[src/rtl/hazard_ctrl_pkg.sv]
// Shared ISA definitions: opcode values and hazard-controller state encoding.
// Imported by decode and by the hazard controller.
package hazard_ctrl_pkg;

  typedef logic [5:0] opcode_t;
  typedef logic [4:0] reg_idx_t;

  localparam opcode_t OP_ADDU = 6'd1;
  localparam opcode_t OP_BEQ  = 6'd2;
  localparam opcode_t OP_LW   = 6'd3;
  localparam opcode_t OP_MULT = 6'd4;
  localparam opcode_t OP_ADDI = 6'd5;
  localparam opcode_t OP_J    = 6'd6;
  localparam opcode_t OP_NOP  = 6'd7;

  localparam logic [0:0] ST_RUN  = 1'b0;
  localparam logic [0:0] ST_MULT = 1'b1;

  localparam int CNT_W = 4;

  // Opcodes that read the src field / the target field as a register operand.
  function automatic logic reads_src(input opcode_t op);
    return (op == OP_ADDU) || (op == OP_BEQ) || (op == OP_LW) ||
           (op == OP_MULT) || (op == OP_ADDI);
  endfunction

  function automatic logic reads_target(input opcode_t op);
    return (op == OP_ADDU) || (op == OP_BEQ) || (op == OP_MULT);
  endfunction

endpackage

[src/rtl/hazard_ctrl_lu_detect.sv]
// Combinational load-use comparator: flags a decode-stage instruction that
// reads the register a load in execute has not yet written.
module lu_detect
  import hazard_ctrl_pkg::*;
(
  input  logic     id_valid,
  input  opcode_t  id_opcode,
  input  reg_idx_t id_src,
  input  reg_idx_t id_target,
  input  opcode_t  ex_opcode,
  input  reg_idx_t ex_wreg,
  output logic     lu
);

  logic load_in_ex;
  logic src_hit;
  logic target_hit;

  // r0 is hardwired to zero, so a load targeting it never creates a hazard.
  assign load_in_ex = (ex_opcode == OP_LW) && (ex_wreg != 5'd0);
  assign src_hit    = (id_src == ex_wreg) && reads_src(id_opcode);
  assign target_hit = (id_target == ex_wreg) && reads_target(id_opcode);
  assign lu         = load_in_ex && id_valid && (src_hit || target_hit);

endmodule

[src/rtl/hazard_ctrl.sv]
// Pipeline hazard controller: load-use stalls, branch flushes and
// multi-cycle multiplier occupancy, plus a saturating stall counter.
module hazard_ctrl
  import hazard_ctrl_pkg::*;
#(
  parameter int MULT_CYCLES = 4
) (
  input  logic        clk,
  input  logic        reset,
  input  logic        id_valid,
  input  logic [5:0]  id_opcode,
  input  logic [4:0]  id_src,
  input  logic [4:0]  id_target,
  input  logic [5:0]  ex_opcode,
  input  logic [4:0]  ex_wreg,
  input  logic        pc_s,
  output logic        pc_en,
  output logic        ifid_en,
  output logic        ifid_flush,
  output logic        idex_flush,
  output logic        mult_start,
  output logic        mult_busy,
  output logic [15:0] stall_cnt
);

  localparam logic [CNT_W-1:0] CNT_LOAD = CNT_W'(MULT_CYCLES - 1);

  logic [0:0]       state_reg, state_next;
  logic [CNT_W-1:0] cnt_reg, cnt_next;
  logic [15:0]      stall_cnt_reg;
  logic             lu;

  lu_detect u_lu_detect (
    .id_valid  (id_valid),
    .id_opcode (id_opcode),
    .id_src    (id_src),
    .id_target (id_target),
    .ex_opcode (ex_opcode),
    .ex_wreg   (ex_wreg),
    .lu        (lu)
  );

  always_comb begin
    state_next = state_reg;
    cnt_next   = cnt_reg;
    pc_en      = 1'b1;
    ifid_en    = 1'b1;
    ifid_flush = 1'b0;
    idex_flush = 1'b0;
    mult_start = 1'b0;
    mult_busy  = 1'b0;
    if (reset) begin
      pc_en      = 1'b0;
      ifid_en    = 1'b0;
      ifid_flush = 1'b1;
      idex_flush = 1'b1;
    end else if (state_reg == ST_MULT) begin
      pc_en      = 1'b0;
      ifid_en    = 1'b0;
      idex_flush = 1'b1;
      mult_busy  = 1'b1;
      cnt_next   = cnt_reg - 1'b1;
      if (cnt_reg == CNT_W'(1)) begin
        state_next = ST_RUN;
      end
    end else if (lu) begin
      // Hold fetch and decode; a pending redirect is re-presented next cycle.
      pc_en      = 1'b0;
      ifid_en    = 1'b0;
      idex_flush = 1'b1;
    end else if (id_valid && (id_opcode == OP_MULT)) begin
      mult_start = 1'b1;
      state_next = ST_MULT;
      cnt_next   = CNT_LOAD;
    end else if (pc_s) begin
      ifid_flush = 1'b1;
    end
  end

  always_ff @(posedge clk) begin
    if (reset) begin
      state_reg     <= ST_RUN;
      cnt_reg       <= '0;
      stall_cnt_reg <= '0;
    end else begin
      state_reg <= state_next;
      cnt_reg   <= cnt_next;
      if (!pc_en && (stall_cnt_reg != 16'hFFFF)) begin
        stall_cnt_reg <= stall_cnt_reg + 16'd1;
      end
    end
  end

  assign stall_cnt = stall_cnt_reg;

endmodule

[config.mk]
export PLATFORM = sky130hd
export DESIGN_NAME = hazard_ctrl
export DESIGN_NICKNAME = d
export VERILOG_FILES = /design/src/rtl/hazard_ctrl_pkg.sv /design/src/rtl/hazard_ctrl_lu_detect.sv /design/src/rtl/hazard_ctrl.sv
export SDC_FILE = /design/constraint.sdc
export NUM_CORES = 1
export LEC_CHECK = 0
export BUFFER_PORTS_ARGS = -buffer_cell sky130_fd_sc_hd__buf_4
export CAP_MARGIN = 15
export CORE_MARGIN = 8
export CORE_UTILIZATION = 53
export CTS_BUF_LIST = sky130_fd_sc_hd__clkbuf_8
export DETAILED_ROUTE_END_ITERATION = 7
export PLACE_DENSITY = 0.94
export SYNTH_ARGS = -nofsm -noshare
export SYNTH_HDL_FRONTEND = slang
export SYNTH_SLANG_ARGS = --single-unit
[constraint.sdc]
create_clock -name clk -period 5.6 [get_ports clk]
set_clock_uncertainty 0.05 [all_clocks]
set_input_delay 1.12 -clock clk [delete_from_list [all_inputs] [get_ports clk]]
set_output_delay 1.12 -clock clk [all_outputs]
set_load 0.01 [all_outputs]
==> results of run 1 <==
-- path summary, 6_finish.rpt --
check	endpoint	slack, ns	depth (start not counted)
setup reg to reg	stall_cnt[10]	3.18	7
hold reg to reg	stall_cnt[6]	0.46	2
setup / recovery	ifid_flush	1.70	7
hold / removal	stall_cnt[6]	0.46	2
-- power by group --
group / switching [mW] / total [mW] / internal [mW]
registers: 0.00278 / 0.154 / 0.151
logic: 0.0220 / 0.0482 / 0.0262
clock network: 0.0492 / 0.0981 / 0.0489
total: 0.0740 / 0.300 / 0.226
-- cell families (layout without fill, tap and decap cells) --
family,count (synthesis),after routing,synth area share
xor gates and xnor gates,14,14,0.09849
buffers and inverters,10,60,0.04019
adders and majority gates,3,3,0.03015
AOI/OAI and AO/OA,39,39,0.1960
and+or+nand+nor,62,62,0.2794
muxes,2,2,0.01809
DFF,21,21,0.3377
-- worst max-delay path, cell delays in order --
cell      delay [ns]
buf_4           0.11
nor4b_1         0.54
o211ai_1        0.17
a21o_1          0.25
nor2b_1         0.16
a31o_2          0.24
buf_4           0.14
-- layer usage --
layer	vias to the layer above	share of wire	track usage
met5	-	0	0
met3	5	0.045	0.04983
li1	659	-	-
met4	0	0.012	0.06812
met1	637	0.41	0.1795
met2	34	0.53	0.2932
-- final cells by class --
type,instances,area [sq um],share of cell area
clock buffers,3,41.29,0.02457
clock inverters,1,3.754,0.002234
inverters,4,15.01,0.008935
multi-input cells,120,774.5,0.4609
flip-flops and latches,21,420.4,0.2502
well taps,28,35.03,0.02085
repair buffers,52,390.4,0.2323
-- cell usage in the layout (no fill, tap or decap), types with 3 or more instances in the layout --
cell,synthesis,layout
buf_4,1,52
dfxtp_1,21,21
a21oi_1,14,14
nor2_1,10,10
o21ai_0,9,9
nand2_1,9,9
and3_1,8,8
or3_1,8,8
xnor2_1,7,7
xor2_1,7,7
nand3_1,6,6
inv_1,4,5
a21o_1,4,4
nor2b_1,4,4
a211oi_1,4,4
nand4_1,3,3
or4_1,3,3
ha_1,3,3
clkbuf_8,0,3
-- synthesized netlist by cell type --
library cell  count  area (sq um)
or4_1             3         22.52
nand4_1           3         18.77
clkbuf_2          1         5.000
nor4b_1           2         17.52
mux2_2            2         22.52
a21o_1            4         30.03
a2111oi_2         1         15.01
buf_4             1         7.510
a31o_2            1         8.760
o21ai_0           9         45.04
o211ai_1          1         7.510
inv_1             4         15.01
dfxtp_1          21         420.4
nor2_1           10         37.54
nor4_1            2         12.51
or3_1             8         50.05
nor2b_1           4         25.02
xnor2_1           7         61.31
a311oi_1          1         8.760
nand4b_1          1         8.760
buf_6             1         11.26
and3_1            8         50.05
o2111ai_1         1         8.760
o31ai_1           2         15.01
nand2b_1          1         6.260
a21oi_1          14         70.07
nand3_1           6         30.03
and2_1            2         12.51
clkbuf_1          3         11.26
ha_1              3         37.54
nor3_1            1         5.000
a211oi_1          4         30.03
and4_1            2         17.52
nand2_1           9         33.78
o21ai_1           1         5.000
xor2_1            7         61.31
-- through the flow --
step | setup slack, ns | instances | area (sq um)
after global routing | 1.561 | 229 | 1680
after detailed placement | 1.712 | 225 | 1635
after CTS | 1.700 | 229 | 1680
after global placement | 1.833 | 225 | 1635
final | 1.702 | 229 | 1680
after floorplan | 2.082 | 151 | 1245
==> metrics.md, run 1 <==
| Metric | Value |
|---|---|
| Worst-path clk slew | `0.08 ns` |
| Power Total | `between 300 and 400 uW` |
| CTS tree | `done` |
| Initial core utilization | `0.5628` |
| Vias | `between 1000 and 1500` |
| Synth Warn # | `0` |
| Share of post-route cells with drive strength above 1 | `0.2935` |
| Clock Latency Late Sink | `0.26 ns` |
| Setup Buffers After CTS | `0` |
| Routability cong. | `0.7803` |
| Kind of critical path | `in -> out` |
| Clk root buf | `clkbuf_8` |
| Fmax | `between 0.2 and 0.3 GHz` |
| Tmin final | `between 3 and 4 ns` |
| Startpoint types | `input pin` |
| Global-route wire length before repair | `just under 6000 microns` |
| Syn Nets | `185` |
| Max reg flops | `16` |
| Crit path from | `id_opcode[3]` |
| Crit path required time | `4.43 ns` |
| Worst-path maximum fanout | `6` |
| Row cnt | `17` |
| Final worst-path cycle share | `0.6961` |
| Final Routed Wirelength | `about 3500 microns` |
| Register bit total from synthesis | `21` |
| Peak supply drop | `0.1466 mV` |
| Vias in the first global route | `about 1400` |
| PostCTS Resize Cnt | `0` |
| Largest net degree at the start of global routing | `26` |
| Area delta synth->final | `34.97%` |
| Hold_buf cts | `0` |
| Num ports | `53` |
| Post-Synthesis Cells | `151` |
| Antenna violations before repair | `0` |
| WP data arrival | `~2.7 ns` |
| DRC | `0` |
| R2R Path Start | `stall_cnt[0]` |
| GR Util All Layers | `0.1657` |
| Leak | `~0.7 nW` |
| DRT iter0 DRCs | `45` |
| Nets@finish | `236` |
| Final setup TNS | `0 ns` |
| Synth Area per Inst | `between 8 and 9 sq um` |
| Crit. End Element | `output port` |
| H-Tree Depth | `1` |
| Total CTS buffers | `3` |
| Inserted Diodes | `0` |
| Worst min-delay path startpoint | `stall_cnt[6]` |
| Clk sink count | `21` |
| DRT Pass-1 Iters | `4` |
| Slew @ Worst Pin | `between 0.5 and 0.6 ns` |
| Slew Limit Fails | `0` |
| RSZ-0062 raised after global routing | `false` |
| Post-Synthesis Cell Area | `1245 sq um` |
| Clock buffer depth | `2` |
| Die height | `approximately 64 microns` |
| Die X | `about 64 microns` |
| Routed vias/inst | `a little under 6` |
| Netlist cell types | `36` |
| Hold/Removal Path Class | `reg -> reg` |
| Core Area | `roughly 2200 sq um` |
| Outcome | `completed` |
| GRT overflow | `0` |
| Final Setup Violations | `0` |
| Pwr Density | `roughly 180 nW/um^2` |
| Filler cells | `approximately 160` |
| HPWL after detailed placement | `roughly 2700 microns` |
| Max Cap Viol | `0` |
| WL per Instance | `between 15 and 20 microns` |
| Sequential fraction of the synthesis area | `0.3377` |
| Port Buf Inserts | `52` |
| Util after Layout | `0.7596` |
| Die area | `about 4200 sq um` |
| WHS | `~0.46 ns` |
| Final-report hold violation count | `0` |
| Routed Antenna Nets | `0` |
| Worst slew margin | `0.6141` |
Power figures use the tool's default switching activity.
==> run 2, diff against run 1 <==
--- a/config.mk
+++ b/config.mk
@@ -8,10 +8,10 @@
 export BUFFER_PORTS_ARGS = -buffer_cell sky130_fd_sc_hd__buf_4
 export CAP_MARGIN = 15
 export CORE_MARGIN = 8
-export CORE_UTILIZATION = 53
+export CORE_UTILIZATION = 44
 export CTS_BUF_LIST = sky130_fd_sc_hd__clkbuf_8
 export DETAILED_ROUTE_END_ITERATION = 7
-export PLACE_DENSITY = 0.94
+export PLACE_DENSITY = 0.84
 export SYNTH_ARGS = -nofsm -noshare
 export SYNTH_HDL_FRONTEND = slang
 export SYNTH_SLANG_ARGS = --single-unit
==> constraint.sdc (replaced) <==
create_clock -name clk -period 3.3 [get_ports clk]
set_clock_uncertainty 0.05 [all_clocks]
set_input_delay 0.66 -clock clk [delete_from_list [all_inputs] [get_ports clk]]
set_output_delay 0.66 -clock clk [all_outputs]
set_load 0.01 [all_outputs]
==> run 2 against run 1 <==
Utilization shrank 14 points. First-iteration DRC count up 13%. Clock power increased by 71%. Combinational power grew 68%. Clock-buffer cell count is the same. Flip-flop and latch count unchanged. Die area grew 15%. Sequential power rose by 69%. Critical path type unchanged. Critical endpoint unchanged.
==> metrics.md, run 2 (same netlist as run 1, synthesis figures left out) <==
| Metric | Value |
|---|---|
| Global-route wire length before repair | `approximately 5700 microns` |
| RSZ-0062 raised after global routing | `false` |
| Worst-path clk slew | `0.08 ns` |
| HPWL after detailed placement | `about 2700 microns` |
| WL per Instance | `approximately 14 microns` |
| Slew Limit Fails | `0` |
| CTS tree | `done` |
| Leading cell types in the layout, fill and taps excluded | `buf_4, dfxtp_1, a21oi_1, nor2_1` |
| Die height | `between 60 and 70 microns` |
| Antenna violations before repair | `0` |
| Routability cong. | `about 0.80` |
| Worst slew margin | `0.6393` |
| Hold_buf cts | `0` |
| Largest net degree at the start of global routing | `26` |
| Most common cell after layout, fill and taps aside | `buf_4` |
| Hold/Removal Path Class | `reg -> reg` |
| GRT overflow | `0` |
| Util after Layout | `0.6165` |
| WP data arrival | `between 2 and 2.5 ns` |
| Routed Antenna Nets | `0` |
| Final-report hold violation count | `0` |
| Vias in the first global route | `1359` |
| R2R setup slack | `about 0.92 ns` |
| Area delta synth->final | `35.38%` |
| H-Tree Depth | `1` |
| Worst-path maximum fanout | `6` |
| Total CTS buffers | `3` |
| Routed vias/inst | `5.690` |
| Vias | `between 1000 and 1500` |
| Outcome | `completed` |
| Filler cells | `~220` |
| Post-route cell area | `~1700 sq um` |
| PostCTS Resize Cnt | `0` |
| Num ports | `53` |
| Final Routed Wirelength | `approximately 3400 microns` |
| Fmax | `around 0.34 GHz` |
| Setup Buffers After CTS | `0` |
| DRC | `0` |
| Leak | `around 0.7 nW` |
| Kind of critical path | `in -> out` |
| Clock Latency Late Sink | `between 0.2 and 0.3 ns` |
| Core Area | `~2700 sq um` |
| DRT Pass-1 Iters | `4` |
| Final worst-path cycle share | `0.8841` |
| Nets@finish | `roughly 240` |
| Port Buf Inserts | `52` |
| Pwr Density | `around 300 nW/um^2` |
| Inserted Diodes | `0` |
| Placement Cell Area | `1639 sq um` |
| Startpoint types | `input pin` |
| Share of post-route cells with drive strength above 1 | `0.2985` |
| Peak supply drop | `about 0.31 mV` |
| Clk root buf | `clkbuf_8` |
| DRT iter0 DRCs | `51` |
| Crit. End Element | `output port` |
| Slew @ Worst Pin | `~0.54 ns` |
| Row cnt | `19` |
| Die X | `approximately 69 microns` |
| Final setup TNS | `0 ns` |
| Initial core utilization | `0.4554` |
| Tmin final | `between 2 and 3 ns` |
| Die area | `approximately 4800 sq um` |
| Clock buffer depth | `2` |
| Max Cap Viol | `0` |
| Crit path required time | `2.59 ns` |
| Clk sink count | `21` |
| Power Total | `approximately 500 uW` |
| Fin worst setup slack | `around 0.38 ns` |
| Max reg flops | `16` |
| Final Setup Violations | `0` |
| Post-Place Setup Slack | `around 0.38 ns` |
| GR Util All Layers | `0.1341` |
==> run 2: cell types whose count changed in the layout (fill, tap and decap cells not counted), sizes merged <==
cell    delta
clkinv     +1
inv        -1
==> run 2: area by class of cell <==
type | count | area [sq um] | area share
Multi-Input combinational cell | 120 | 774.5 | 0.4595
Sequential cell | 21 | 420.4 | 0.2494
Timing Repair Buffer | 52 | 390.4 | 0.2316
Clock buffer | 3 | 41.29 | 0.02450
Tap cell | 31 | 38.79 | 0.02301
Inverter | 4 | 15.01 | 0.008909
Clock inverter | 1 | 5.005 | 0.002970
==> run 2: layer usage <==
metal | track usage | vias up | part of all wire
li1 | - | 654 | -
met1 | 0.1386 | 600 | 0.41
met2 | 0.2285 | 57 | 0.47
met3 | 0.05293 | 9 | 0.095
met4 | 0.06834 | 0 | 0.026
met5 | 0 | - | 0
==> run 2: path summary, 6_finish.rpt <==
check                  end    startpoint  cells after the start
min reg2reg   stall_cnt[6]  stall_cnt[6]                      2
max reg2reg  stall_cnt[11]  stall_cnt[0]                      7
min           stall_cnt[6]  stall_cnt[6]                      2
max             ifid_flush  id_opcode[3]                      7
==> run 2: where the power goes <==
part,leakage (nW),switching [mW],internal (mW),total (mW)
Sequential,0.170,0.00427,0.256,0.261
Clock,0.0255,0.0843,0.0841,0.168
Combinational,0.513,0.0366,0.0443,0.0809
Total,0.708,0.125,0.385,0.510
==> run 2: critical path, cell delays in order <==
cell and delay, ns:
buf_4 0.11, nor4b_1 0.48, o211ai_1 0.17, a21o_1 0.25
nor2b_1 0.16, a31o_2 0.24, buf_4 0.14
==> run 2: metrics by stage <==
| stage | std cells | hold WS (ns) |
|---|---|---|
| 3_5_place_dp | 228 | 0.4457 |
| 2_1_floorplan | 151 | 0.4237 |
| 6_report | 232 | 0.4611 |
| 5_1_grt | 232 | 0.4939 |
| 3_3_place_gp | 228 | 0.4249 |
| 4_1_cts | 232 | 0.4563 |
==> run 3, diff against run 2 <==
--- a/config.mk
+++ b/config.mk
@@ -5,10 +5,11 @@
 export SDC_FILE = /design/constraint.sdc
 export NUM_CORES = 1
 export LEC_CHECK = 0
+export ABC_AREA = 1
 export BUFFER_PORTS_ARGS = -buffer_cell sky130_fd_sc_hd__buf_4
 export CAP_MARGIN = 15
 export CORE_MARGIN = 8
-export CORE_UTILIZATION = 44
+export CORE_UTILIZATION = 47
 export CTS_BUF_LIST = sky130_fd_sc_hd__clkbuf_8
 export DETAILED_ROUTE_END_ITERATION = 7
 export PLACE_DENSITY = 0.84
==> run 3 against run 2 <==
Sequential share of layout area is 4.2 points lower. Global-route usage rose by 1.5 points. Highest routed layer unchanged. Synthesized cell count up 60%. Largest cell class unchanged. Power grew 0.70%. Synthesized area increased by 26%. Critical path type unchanged. Via count rose by 28%. Sequential power about the same. Flip-flop and latch count unchanged. Clock power down 2%. Fmax rose by 18%. Die area up 14%. Non-clock buffer count rose by 1.
==> metrics.md, run 3 <==
| Metric | Value |
|---|---|
| Fmax | `approximately 0.40 GHz` |
| Tmin final | `~2.5 ns` |
| Synth Warn # | `0` |
| GR Util All Layers | `0.1495` |
| PostCTS Resize Cnt | `0` |
| Pwr Density | `254.0 nW/um^2` |
| Row cnt | `21` |
| Hold_buf cts | `0` |
| Slew Limit Fails | `0` |
| DRT iter0 DRCs | `roughly 110` |
| RSZ-0062 raised after global routing | `false` |
| Die area | `roughly 5400 sq um` |
| HPWL after detailed placement | `3214 microns` |
| Syn Nets | `~280` |
| Max Cap Viol | `0` |
| Initial core utilization | `0.4777` |
| Most common cell after layout, fill and taps aside | `buf_4` |
| Inserted Diodes | `0` |
| Core Area | `approximately 3300 sq um` |
| Clock Latency Late Sink | `between 0.2 and 0.3 ns` |
| Register bit total from synthesis | `21` |
| WP data arrival | `~1.8 ns` |
| Buffers & Inverters on Critical Path | `3` |
| Clock buffer depth | `2` |
| Post-Synthesis Cells | `approximately 240` |
| Final-report hold violation count | `0` |
| Clk sink count | `21` |
| Post-synthesis mux area share | `0` |
| Util after Layout | `0.6156` |
| Kind of critical path | `in -> out` |
| CP peak stage delay | `approximately 0.21 ns` |
| Outcome | `completed` |
| Max reg flops | `16` |
| Routed Antenna Nets | `0` |
| Setup Buffers After CTS | `0` |
| Synth top area share | `0.2679` |
| Netlist cell types | `26` |
| Synth Area in Adders | `0.02392` |
| Post-Synthesis Cell Area | `around 1600 sq um` |
| DRT Pass-1 Iters | `6` |
| Antenna violations before repair | `0` |
| Final Setup Violations | `0` |
| XOR/XNOR Fraction of Synth Area | `0.08373` |
| Share of post-route cells with drive strength above 1 | `0.2671` |
| DRC | `0` |
| Most common cell in the netlist | `nand2_1` |
| GRT overflow | `0` |
| Worst-path maximum fanout | `4` |
| Leading area contributor after synthesis | `dfxtp_1` |
| Crit-path cells | `buf_4, nor2_1, nand3_1, nand3_1, nand3_1, nand2_1, nand2_1, nand2_2, inv_1, buf_4` |
| Top post-synthesis cells by count | `nand2_1, nand3_1, inv_1` |
| Slew @ Worst Pin | `about 0.32 ns` |
| H-Tree Depth | `1` |
| Largest family of logic cells by synthesized area | `simple AND/OR/NAND/NOR gates` |
| Async SR Flop Fraction | `0` |
| Sequential fraction of the synthesis area | `0.2679` |
| Synth Area per Inst | `6.483 sq um` |
| Area delta synth->final | `28.87%` |
| Peak supply drop | `approximately 0.13 mV` |
| CTS tree | `done` |
| Final worst-path cycle share | `0.7519` |
| Final Routed Wirelength | `roughly 4100 microns` |
| Worst slew margin | `0.7842` |
| Complex-gate fraction of the synthesized area | `0.1172` |
| WL per Instance | `12.04 microns` |
| Post-synth EDFFs | `0` |
| Nets@finish | `about 330` |
| Synth Area in Simple Gates | `0.3979` |
| Leak | `between 0.9 and 1 nW` |
| Largest net degree at the start of global routing | `21` |
| Die X | `73.78 microns` |
| Vias | `around 1700` |
| Final setup TNS | `0 ns` |
| Delay-heaviest family, CP | `simple AND/OR/NAND/NOR gates` |
| Total CTS buffers | `3` |
| Dominant cells by area after synthesis | `dfxtp_1, nand2_1, nand3_1` |
| Global-route wire length before repair | `between 6000 and 7000 microns` |
| Critical path's most frequent cell | `nand3_1` |
| Clk root buf | `clkbuf_8` |
| Crit. End Element | `output port` |
| Routability cong. | `about 0.86` |
| Port Buf Inserts | `52` |
| Crit path required time | `approximately 2.6 ns` |
| Hold/Removal Path Class | `reg -> reg` |
| Slowest-stage cell, CP | `nor2_1` |
| Routed vias/inst | `approximately 5` |
| Leading cell types in the layout, fill and taps excluded | `buf_4, nand2_1, nand3_1, inv_1, nor2_1` |
| Worst-path clk slew | `about 0.070 ns` |
| Startpoint types | `input pin` |
| Die height | `around 74 microns` |
| Num ports | `53` |
| Vias in the first global route | `between 1500 and 2000` |
| Top FF cell, synth | `dfxtp_1` |
==> run 3: cell count changes in the layout (fill, tap and decap cells not counted), sizes merged, moves of 5 or more <==
| cell | change |
|---|---|
| nand2 | +51 |
| inv | +30 |
| nand3 | +28 |
| nor2 | +18 |
| and3 | -8 |
| or3 | -8 |
| nor3 | +5 |
| xor2 | +5 |
==> run 3: path summary, 6_finish.rpt <==
| path | from | end | cells past startpoint | slack, ns |
|---|---|---|---|---|
| worst min-delay path | stall_cnt[15] | stall_cnt[15] | 2 | 0.46 |
| worst min register to register | stall_cnt[15] | stall_cnt[15] | 2 | 0.46 |
| worst max register to register | stall_cnt[0] | stall_cnt[5] | 9 | 1.24 |
| worst max-delay path | id_opcode[5] | pc_en | 10 | 0.82 |
==> run 3: routing by layer <==
layer | GRT usage | vias up | share of wire | wire [microns]
li1 | - | 874 | - | -
met1 | 0.1609 | 774 | 0.43 | 1765
met2 | 0.2746 | 35 | 0.50 | 2050
met3 | 0.02592 | 5 | 0.046 | 187
met4 | 0.06652 | 0 | 0.016 | 65
met5 | 0 | - | 0 | 0
==> run 3: power breakdown <==
group          switching [mW]  internal, mW
combinational          0.0460        0.0441
sequential            0.00328         0.256
clock                  0.0813        0.0829
==> run 3: layout make-up <==
cell class	count	area, sq um
inverters	33	123.9
fillers	318	1262
clock buffers	3	41.29
repair buffers	53	397.9
multi-input cells	181	977.2
flip-flops and latches	21	420.4
clock inverters	1	3.754
well taps	46	57.56
==> run 3: stage by stage <==
| stage | total power, mW | hold slack [ns] | worst slack [ns] | instances | instance area [sq um] |
|---|---|---|---|---|---|
| after CTS | 0.5180 | 0.4631 | 0.8237 | 338 | 2022 |
| after floorplan | 0.3104 | 0.4257 | 0.8580 | 242 | 1569 |
| after detailed placement | 0.3549 | 0.4510 | 0.8215 | 334 | 1977 |
| after global routing | 0.5352 | 0.4972 | 0.6690 | 338 | 2022 |
| final | 0.5136 | 0.4646 | 0.8187 | 338 | 2022 |
| after global placement | 0.3523 | 0.4392 | 0.8841 | 334 | 1977 |
==> run 3: kinds of logic (layout without fill, tap and decap cells) <==
group | count (synthesis) | in the layout
and+or+nand+nor | 134 | 134
buffers and inverters | 40 | 90
DFF | 21 | 21
xor gates and xnor gates | 15 | 15
adders and majority gates | 3 | 3
AOI/OAI and AO/OA | 29 | 29
==> run 3: worst register-to-register path, cell delays in order, from the launching register on <==
cell and delay, ns:
dfxtp_1 0.42, ha_1 0.25, nand2_1 0.13, nor3_4 0.29
nand2_2 0.11, nor2_4 0.14, nand2_4 0.15, nand2_4 0.23
nand2_1 0.10, a21oi_2 0.13
